`src/rtl/div_pkg.sv`:
```
// Shared types for the sequential restoring divider.
// Provides the FSM state encoding and the default operand width.
package div_pkg;

   localparam int DIV_WIDTH = 8;

   typedef enum logic [1:0] {
      S_IDLE   = 2'd0,
      S_LOAD   = 2'd1,
      S_ITER   = 2'd2,
      S_FINISH = 2'd3
   } state_t;

endpackage

```
`src/rtl/seq_divider_if.sv`:
```
// Switch-driven Run handshake and result bus of the divider.
// master: Run/Dividend/Divisor out; slave: Quotient/Remainder/Busy/Done/DivByZero out.
interface seq_divider_if
   import div_pkg::*;
   #(parameter int WIDTH = DIV_WIDTH);

   logic             Run;
   logic [WIDTH-1:0] Dividend;
   logic [WIDTH-1:0] Divisor;
   logic [WIDTH-1:0] Quotient;
   logic [WIDTH-1:0] Remainder;
   logic             Busy;
   logic             Done;
   logic             DivByZero;

   modport master (
      output Run, Dividend, Divisor,
      input  Quotient, Remainder, Busy, Done, DivByZero
   );

   modport slave (
      input  Run, Dividend, Divisor,
      output Quotient, Remainder, Busy, Done, DivByZero
   );

endinterface

```
`src/rtl/div_datapath.sv`:
```
// A/Q/B/count registers, shift-subtract step and published result registers.
// Ports: Clk, Reset, load/step/publish strobes in; results, last_iter, div_zero out.
module div_datapath
   import div_pkg::*;
   #(parameter int WIDTH = DIV_WIDTH)
   (
      input  logic             Clk,
      input  logic             Reset,
      input  logic             load,
      input  logic             step,
      input  logic             publish,
      input  logic [WIDTH-1:0] Dividend,
      input  logic [WIDTH-1:0] Divisor,
      output logic [WIDTH-1:0] Quotient,
      output logic [WIDTH-1:0] Remainder,
      output logic             DivByZero,
      output logic             last_iter,
      output logic             div_zero
   );

   localparam int CW = $clog2(WIDTH);

   logic [WIDTH:0]     a;
   logic [WIDTH-1:0]   q;
   logic [WIDTH-1:0]   b;
   logic [CW-1:0]      count;

   logic [2*WIDTH:0]   sh;
   logic [WIDTH:0]     a_sh;
   logic [WIDTH-1:0]   q_sh;
   logic [WIDTH+1:0]   diff;
   logic [WIDTH:0]     a_nxt;
   logic [WIDTH-1:0]   q_nxt;

   assign div_zero  = (Divisor == '0);
   assign last_iter = (count == CW'(WIDTH - 1));

   assign sh   = {a, q} << 1;
   assign a_sh = sh[2*WIDTH:WIDTH];
   assign q_sh = sh[WIDTH-1:0];
   // Extra top bit exposes the borrow; it alone decides restore vs keep.
   assign diff = {1'b0, a_sh} - {2'b00, b};

   always_comb begin
      a_nxt = a_sh;
      q_nxt = q_sh;
      if (!diff[WIDTH+1]) begin
         a_nxt = diff[WIDTH:0];
         q_nxt = {q_sh[WIDTH-1:1], 1'b1};
      end
   end

   always_ff @(posedge Clk) begin
      if (Reset) begin
         a         <= '0;
         q         <= '0;
         b         <= '0;
         count     <= '0;
         Quotient  <= '0;
         Remainder <= '0;
         DivByZero <= 1'b0;
      end else begin
         if (load) begin
            a     <= '0;
            q     <= Dividend;
            b     <= Divisor;
            count <= '0;
         end else if (step) begin
            a     <= a_nxt;
            q     <= q_nxt;
            count <= count + 1'b1;
         end
         if (publish) begin
            if (load) begin
               Quotient  <= '1;
               Remainder <= Dividend;
               DivByZero <= 1'b1;
            end else begin
               // Publish the values being written this cycle.
               Quotient  <= q_nxt;
               Remainder <= a_nxt[WIDTH-1:0];
               DivByZero <= 1'b0;
            end
         end
      end
   end

endmodule

```
`src/rtl/seq_divider.sv`:
```
// Unsigned sequential restoring divider: Moore FSM around div_datapath.
// Ports: Clk, Reset, bus (slave: Run/Dividend/Divisor in, results/Busy/Done out).
module seq_divider
   import div_pkg::*;
   #(parameter int WIDTH = DIV_WIDTH)
   (
      input  logic          Clk,
      input  logic          Reset,
      seq_divider_if.slave  bus
   );

   state_t state;
   logic   busy_q;
   logic   done_q;
   logic   load;
   logic   step;
   logic   publish;
   logic   last_iter;
   logic   div_zero;

   assign load    = (state == S_LOAD);
   assign step    = (state == S_ITER);
   assign publish = (load & div_zero) | (step & last_iter);

   assign bus.Busy = busy_q;
   assign bus.Done = done_q;

   // Busy/Done are registered alongside the state so they track it exactly.
   always_ff @(posedge Clk) begin
      if (Reset) begin
         state  <= S_IDLE;
         busy_q <= 1'b0;
         done_q <= 1'b0;
      end else begin
         unique case (state)
            S_IDLE: begin
               if (bus.Run) begin
                  state  <= S_LOAD;
                  busy_q <= 1'b1;
               end
            end
            S_LOAD: begin
               if (div_zero) begin
                  state  <= S_FINISH;
                  busy_q <= 1'b0;
                  done_q <= 1'b1;
               end else begin
                  state  <= S_ITER;
               end
            end
            S_ITER: begin
               if (last_iter) begin
                  state  <= S_FINISH;
                  busy_q <= 1'b0;
                  done_q <= 1'b1;
               end
            end
            S_FINISH: begin
               // Held Run keeps the result up; no auto-restart.
               if (!bus.Run) begin
                  state  <= S_IDLE;
                  done_q <= 1'b0;
               end
            end
            default: begin
               state  <= S_IDLE;
               busy_q <= 1'b0;
               done_q <= 1'b0;
            end
         endcase
      end
   end

   div_datapath #(.WIDTH(WIDTH)) u_dp (
      .Clk       (Clk),
      .Reset     (Reset),
      .load      (load),
      .step      (step),
      .publish   (publish),
      .Dividend  (bus.Dividend),
      .Divisor   (bus.Divisor),
      .Quotient  (bus.Quotient),
      .Remainder (bus.Remainder),
      .DivByZero (bus.DivByZero),
      .last_iter (last_iter),
      .div_zero  (div_zero)
   );

endmodule

```
`src/flat_wrapper.sv`:
```
// flat-port wrapper written by rule: the top's interface ports become plain ports
module seq_divider_flat import div_pkg::*;
#(parameter int WIDTH = DIV_WIDTH)
  (Clk, Reset, bus_Run, bus_Dividend, bus_Divisor, bus_Quotient, bus_Remainder, bus_Busy, bus_Done, bus_DivByZero);
  seq_divider_if #(.WIDTH(WIDTH)) bus_i ();
  input  logic Clk;
  input  logic Reset;
  input wire logic [$bits(bus_i.Run)-1:0] bus_Run;
  input wire logic [$bits(bus_i.Dividend)-1:0] bus_Dividend;
  input wire logic [$bits(bus_i.Divisor)-1:0] bus_Divisor;
  output wire logic [$bits(bus_i.Quotient)-1:0] bus_Quotient;
  output wire logic [$bits(bus_i.Remainder)-1:0] bus_Remainder;
  output wire logic [$bits(bus_i.Busy)-1:0] bus_Busy;
  output wire logic [$bits(bus_i.Done)-1:0] bus_Done;
  output wire logic [$bits(bus_i.DivByZero)-1:0] bus_DivByZero;
  assign bus_i.Run = bus_Run;
  assign bus_i.Dividend = bus_Dividend;
  assign bus_i.Divisor = bus_Divisor;
  assign bus_Quotient = bus_i.Quotient;
  assign bus_Remainder = bus_i.Remainder;
  assign bus_Busy = bus_i.Busy;
  assign bus_Done = bus_i.Done;
  assign bus_DivByZero = bus_i.DivByZero;
  seq_divider #(.WIDTH(WIDTH)) u_core (.Clk(Clk), .Reset(Reset), .bus(bus_i));
endmodule
```
`config.mk`:
```
export PLATFORM = sky130hd
export DESIGN_NAME = seq_divider_flat
export DESIGN_NICKNAME = d
export VERILOG_FILES = /design/src/rtl/div_pkg.sv /design/src/rtl/seq_divider_if.sv /design/src/rtl/div_datapath.sv /design/src/rtl/seq_divider.sv /design/src/flat_wrapper.sv
export SDC_FILE = /design/constraint.sdc
export NUM_CORES = 1
export LEC_CHECK = 0
export CORE_AREA = 5 5 105 107
export DETAILED_ROUTE_END_ITERATION = 10
export DIE_AREA = 0 0 110 112
export SLEW_MARGIN = 0
export SYNTH_ARGS = -nofsm -noshare
export SYNTH_HDL_FRONTEND = slang
export SYNTH_SLANG_ARGS = --single-unit
```
`constraint.sdc`:
```
create_clock -name Clk -period 2.6 [get_ports Clk]
set_input_delay 0.52 -clock Clk [delete_from_list [all_inputs] [get_ports Clk]]
set_output_delay 0.52 -clock Clk [all_outputs]
set_load 0.01 [all_outputs]
```
; Word level (Yosys, flattened, before mapping)
; Cells that the tools add are included.
[totals]
romBits = 0
ramBits = 0
n_memories = 0
latch_bits = 0
inputBits = 19
ff_bits = 48
output_inout_bits = 19
[classes]
div_mod_pow = 0
n_eq_ne = 8
reduce_logical = 9
n_lt_le_gt_ge = 0
mul = 0
shifts = 0
n_bitwise = 3
n_mux = 20
add_sub_neg = 2
[op_table]
columns = cell, n
row1 = two-way mux 8 bit, 5
row2 = subtractor 9 x 8 -> 10 bit, 1
row3 = two-way mux 1 bit, 9
row4 = logical NOT 8 bit, 1
row5 = "!= test 2 bit, second input constant", 4
row6 = case mux 2 bit (4 select lines), 1
row7 = AND reduction 4 bit, 2
row8 = two-way mux 2 bit, 3
row9 = case mux 1 bit (3 select lines), 2
row10 = nonzero test 3 bit, 2
row11 = "== test 2 bit, second input constant", 2
row12 = "adder 3 x 1 -> 3 bit, second input constant", 1
row13 = "== test 3 bit, second input constant", 1
row14 = AND reduction 3 bit, 1
row15 = AND 1 bit, 2
row16 = "== test 2 x 1 -> 1 bit, second input constant", 1
row17 = logical NOT 2 bit, 1
row18 = nonzero test 2 bit, 1
row19 = OR reduction 2 bit, 1
row20 = bitwise OR 1 bit, 1

; Longest topological paths before layout
[depth]
ltp_word = 4
ltp_mapped = 9
ltp_nobuf = 9

; By module
; From an unflattened synthesis, not the netlist that was laid out.
[hier_totals]
cells_unflattened = 286
hier_area_um2 = 2486.1
[by_module_without_submodules]
columns = module, cells_each, seq_area_each_um2, n_inst, area_each_um2
row1 = div_datapath, 251, 880.8, 1, 2177.1
row2 = seq_divider, 35, 80.1, 1, 309.0

; Worst setup path before layout
; OpenSTA, ideal clock, no wires.
[synth_timing]
path_kind = register -> register
from = register u_core.u_dp.b[3]
to = register u_core.u_dp.Remainder[3]
t_required_ns = 2.468
path_slack_ns = 0.547
period_less_slack_ns = 2.053
arrival_time_ns = 1.920
path_stages_with_launch = 10
setup_ns = 0.132
path_cell_list = dfxtp_1 -> inv_1 -> ha_1 -> nand4_2 -> a2111oi_4 -> nor2_2 -> buf_6 -> mux2_1 -> o21bai_1 -> a21oi_1
[synth_between]
elab_chain_len = 3
[synth_rtl]
columns = item, line
row1 = "start, declared", div_datapath.sv:25  ; logic [WIDTH-1:0] b;
row2 = "start signal, assigned", div_datapath.sv:66  ; b <= Divisor;
row3 = subtractor 9 x 8 -> 10 bit, div_datapath.sv:42  ; assign diff = {1'b0, a_sh} - {2'b00, b};
row4 = two-way mux 8 bit, div_datapath.sv:47  ; if (!diff[WIDTH+1]) begin
row5 = two-way mux 8 bit, div_datapath.sv:74  ; if (load) begin
row6 = "end signal, assigned", div_datapath.sv:76  ; Remainder <= Dividend;
row7 = "end signal, assigned", div_datapath.sv:81  ; Remainder <= a_nxt[WIDTH-1:0];
row8 = "end, declared", div_datapath.sv:15  ; output logic [WIDTH-1:0] Remainder,
; Every way passes these cells.
; A chain may end at the register's enable or synchronous reset.

; Worst setup path in the final report
[layout_timing]
from = register u_core.u_dp.b[3]
to = register u_core.u_dp.Remainder[4]
; The elaborated chain is that of the path after synthesis.

==> flow_metrics.env <==
export IMPL_cts_tree="done"
export IMPL_wl_met1_mm=2.72
export IMPL_max_vdd_ir_drop_uv=356
export IMPL_maxUsedRoutingLayer="met4"
export IMPL_grt_total_usage_pct=10.4
export IMPL_die_y_um=112
export IMPL_clk_latency_ps=300
export IMPL_avgSynthCellArea_sq_um=8.68
export IMPL_overflow=0
export IMPL_grt_antenna_before_repair=0
export IMPL_netlist_area_sq_mm=0.00244
export IMPL_setup_violations=0
export IMPL_hp_class="flop to flop"
export IMPL_postRouteAntennaNets=0
export IMPL_rsz0062_at_grt="false"
export IMPL_post_cts_resized=0
export IMPL_grt_pass1_wl_mm=10.2
export IMPL_path_clk_slew_ps=90
export IMPL_synth_ff_type="dfxtp_1"
export IMPL_drt_iter0_markers=68
export IMPL_status="finished clean"
export IMPL_via_count=2053
export IMPL_period_needed_ps=2310
export IMPL_critPathTopFamily="compound AO/OA/AOI/OAI gates"
export IMPL_drtPass1Iterations=4
export IMPL_async_flop_share_pct=0
export IMPL_worstPathRequired_ps=2810
export IMPL_total_power_mw=3.13
export IMPL_end_kind="flop"
export IMPL_drc_errors=0
export IMPL_yosysSeqAreaShare_pct=39.4
export IMPL_cp_buffers_inverters=2
export IMPL_drive_above_1_share_pct=6.90
export IMPL_tns_ps=0
export IMPL_slew_viol_final=0
export IMPL_fin_nets=354
export IMPL_leakage_nw=1.15
export IMPL_dp_hpwl_mm=4.68
export IMPL_ioPinCount=38
export IMPL_route_met2_wl_mm=2.84
export IMPL_die_area_sq_mm=0.0123
export IMPL_max_slew_margin_pct=64.4
export IMPL_cts_setup_buffers=0
export IMPL_cts_sinks=48
export IMPL_tightest_slew_ps=534
export IMPL_cts_hold_buf=0
export IMPL_antenna_cells=0
export IMPL_critPathMaxFanout=7
export IMPL_synthMostInstantiatedCell="nor2_1"
export IMPL_wire_per_inst_um=13.2
export IMPL_fillers=1065
export IMPL_grt_pass1_vias=2052
export IMPL_cts_made_buffers=5
export IMPL_path_cells="inv_1 > ha_1 > nand4_2 > a2111oi_4 > nor2_2 > buf_4 > nor3_1 > a211oi_1 > o41ai_1"
export IMPL_syn_to_final_growth_pct=26.2
export IMPL_yosys_area_top_type="dfxtp_1"
export IMPL_synth_nets=316
export IMPL_slowest_stage="ha_1"
export IMPL_cp_data_arrival_time_ps=2520
export IMPL_timing_final_hold_violations=0
export IMPL_place_congestion=0.834
export IMPL_drv_cap=0
export IMPL_yosys_top_cells_count="nor2_1, dfxtp_1, mux2i_1, a21oi_1, ha_1"
export IMPL_fin_skew_ps=7.17
export IMPL_p_per_area_mw_per_mm2=1020
export IMPL_slowest_delay_ps=370
export IMPL_yosysUniqueCellTypes=46
export IMPL_netlist_area_leader_share_pct=39.4
export IMPL_synth_seq_cells=48
export IMPL_finalHoldWorstSlack_ps=465
export IMPL_io_buffers=37
export IMPL_h_tree_depth=2
export IMPL_wl_mm=5.99
export IMPL_synth_cells=281
export IMPL_routed_wl_met3_um=324
export IMPL_rows=37
export IMPL_initial_utilization_pct=24.3
export IMPL_synth_area_top_cells="dfxtp_1, mux2i_1, nor2_1, ha_1, a21oi_1"
export IMPL_core_area_sq_mm=0.0100
export IMPL_clockRootBuffer="clkbuf_8"
export IMPL_die_w_um=110
export IMPL_viasPerCell=4.51
export IMPL_clock_path_buffers=2
export IMPL_path_class="flop to flop"
export IMPL_yosysWarnings=0
export IMPL_synth_edff_count=0
export IMPL_worst_setup_path_start_kind="flop"
export IMPL_finalCritPeriodShare_pct=88.7
export IMPL_grt_max_degree=40
export IMPL_max_freq_mhz=433
## per-stage QoR
stage	setup slack, ps	cells	util [%]	cell area (sq um)
detailed placement	225	448	29.8	3000
CTS	273	455	30.6	3080
floorplan	547	281	-	2440
finish	293	455	30.6	3080
global route	67.9	455	30.6	3080
global placement	220	448	29.8	3000
## state kept, by name, indices dropped and copies added (netlist names)
| name | cells |
|---|---|
| u_core.u_dp.DivByZero | 1 |
| u_core.bus.Busy | 1 |
| u_core.u_dp.q | 8 |
| u_core.bus.Done | 1 |
| u_core.state | 2 |
| u_core.u_dp.Quotient | 8 |
| u_core.u_dp.a | 8 |
| u_core.u_dp.b | 8 |
| u_core.u_dp.count | 3 |
| u_core.u_dp.Remainder | 8 |
## worst min-delay path, cell delays in order, from the launching register on
cell	delay [ps]
dfxtp_1	320
nand2_1	50
a21oi_1	50
## power by group
group          switching [mW]  internal (mW)  total (mW)  leakage (nW)
combinational           0.967          0.779        1.75         0.723
sequential             0.0947          0.858       0.952         0.390
clock                   0.250          0.183       0.433        0.0400
## layout by cell type, fill, tap and decap left out, types with 2 or more instances in the layout
cell type / count
nand2_1: 13
buf_4: 8
xnor2_1: 4
nor4_1: 2
mux2_1: 2
a211oi_1: 9
clkdlybuf4s50_1: 37
ha_1: 15
clkbuf_8: 5
a21oi_1: 16
o211ai_1: 2
nor2_1: 56
nand2b_1: 3
dfxtp_1: 48
a311oi_1: 5
inv_1: 14
or2_2: 2
o21ai_0: 6
o21bai_1: 2
nand4b_1: 2
o31ai_1: 2
nor3_1: 11
nand3b_1: 4
or3_1: 2
nand3_1: 2
mux2i_1: 24
## cells by family after synthesis
logic type / share of synthesized area (%)
flip-flops: 39.4
AO/OA/AOI/OAI: 15.2
multiplexers: 10.8
XOR/XNOR: 1.80
buffers and inverters: 4.93
AND/OR/NAND/NOR: 19.4
adder cells (fa/ha/maj): 8.52
## per-layer routing
layer  vias to the layer above  GRT usage [%]
li1                       1058              -
met1                       941           13.2
met2                        46           16.9
met3                         8           2.78
met4                         0           3.57
met5                         -              0
## layout make-up
type	instances	area, sq um	share of cell area (%)
Timing Repair Buffer	46	450	14.6
Clock buffer	5	68.8	2.24
Clock inverter	2	12.5	0.407
Sequential cell	48	961	31.2
Tap cell	136	170	5.53
Inverter	15	56.3	1.83
Multi-Input combinational cell	203	1360	44.1
## path summary, 6_finish.rpt
| path | startpoint | to | slack, ps | depth (start not counted) |
|---|---|---|---|---|
| setup / recovery | u_core.u_dp.b[3]$_SDFFE_PP0P_ | u_core.u_dp.Remainder[4]$_SDFFE_PP0P_ | 290 | 9 |
| hold / removal | u_core.u_dp.Remainder[2]$_SDFFE_PP0P_ | u_core.u_dp.Remainder[2]$_SDFFE_PP0P_ | 470 | 2 |
| setup reg to reg | u_core.u_dp.b[3]$_SDFFE_PP0P_ | u_core.u_dp.Remainder[4]$_SDFFE_PP0P_ | 290 | 9 |
| hold reg to reg | u_core.u_dp.Remainder[2]$_SDFFE_PP0P_ | u_core.u_dp.Remainder[2]$_SDFFE_PP0P_ | 470 | 2 |
Power figures use the tool's default switching activity.
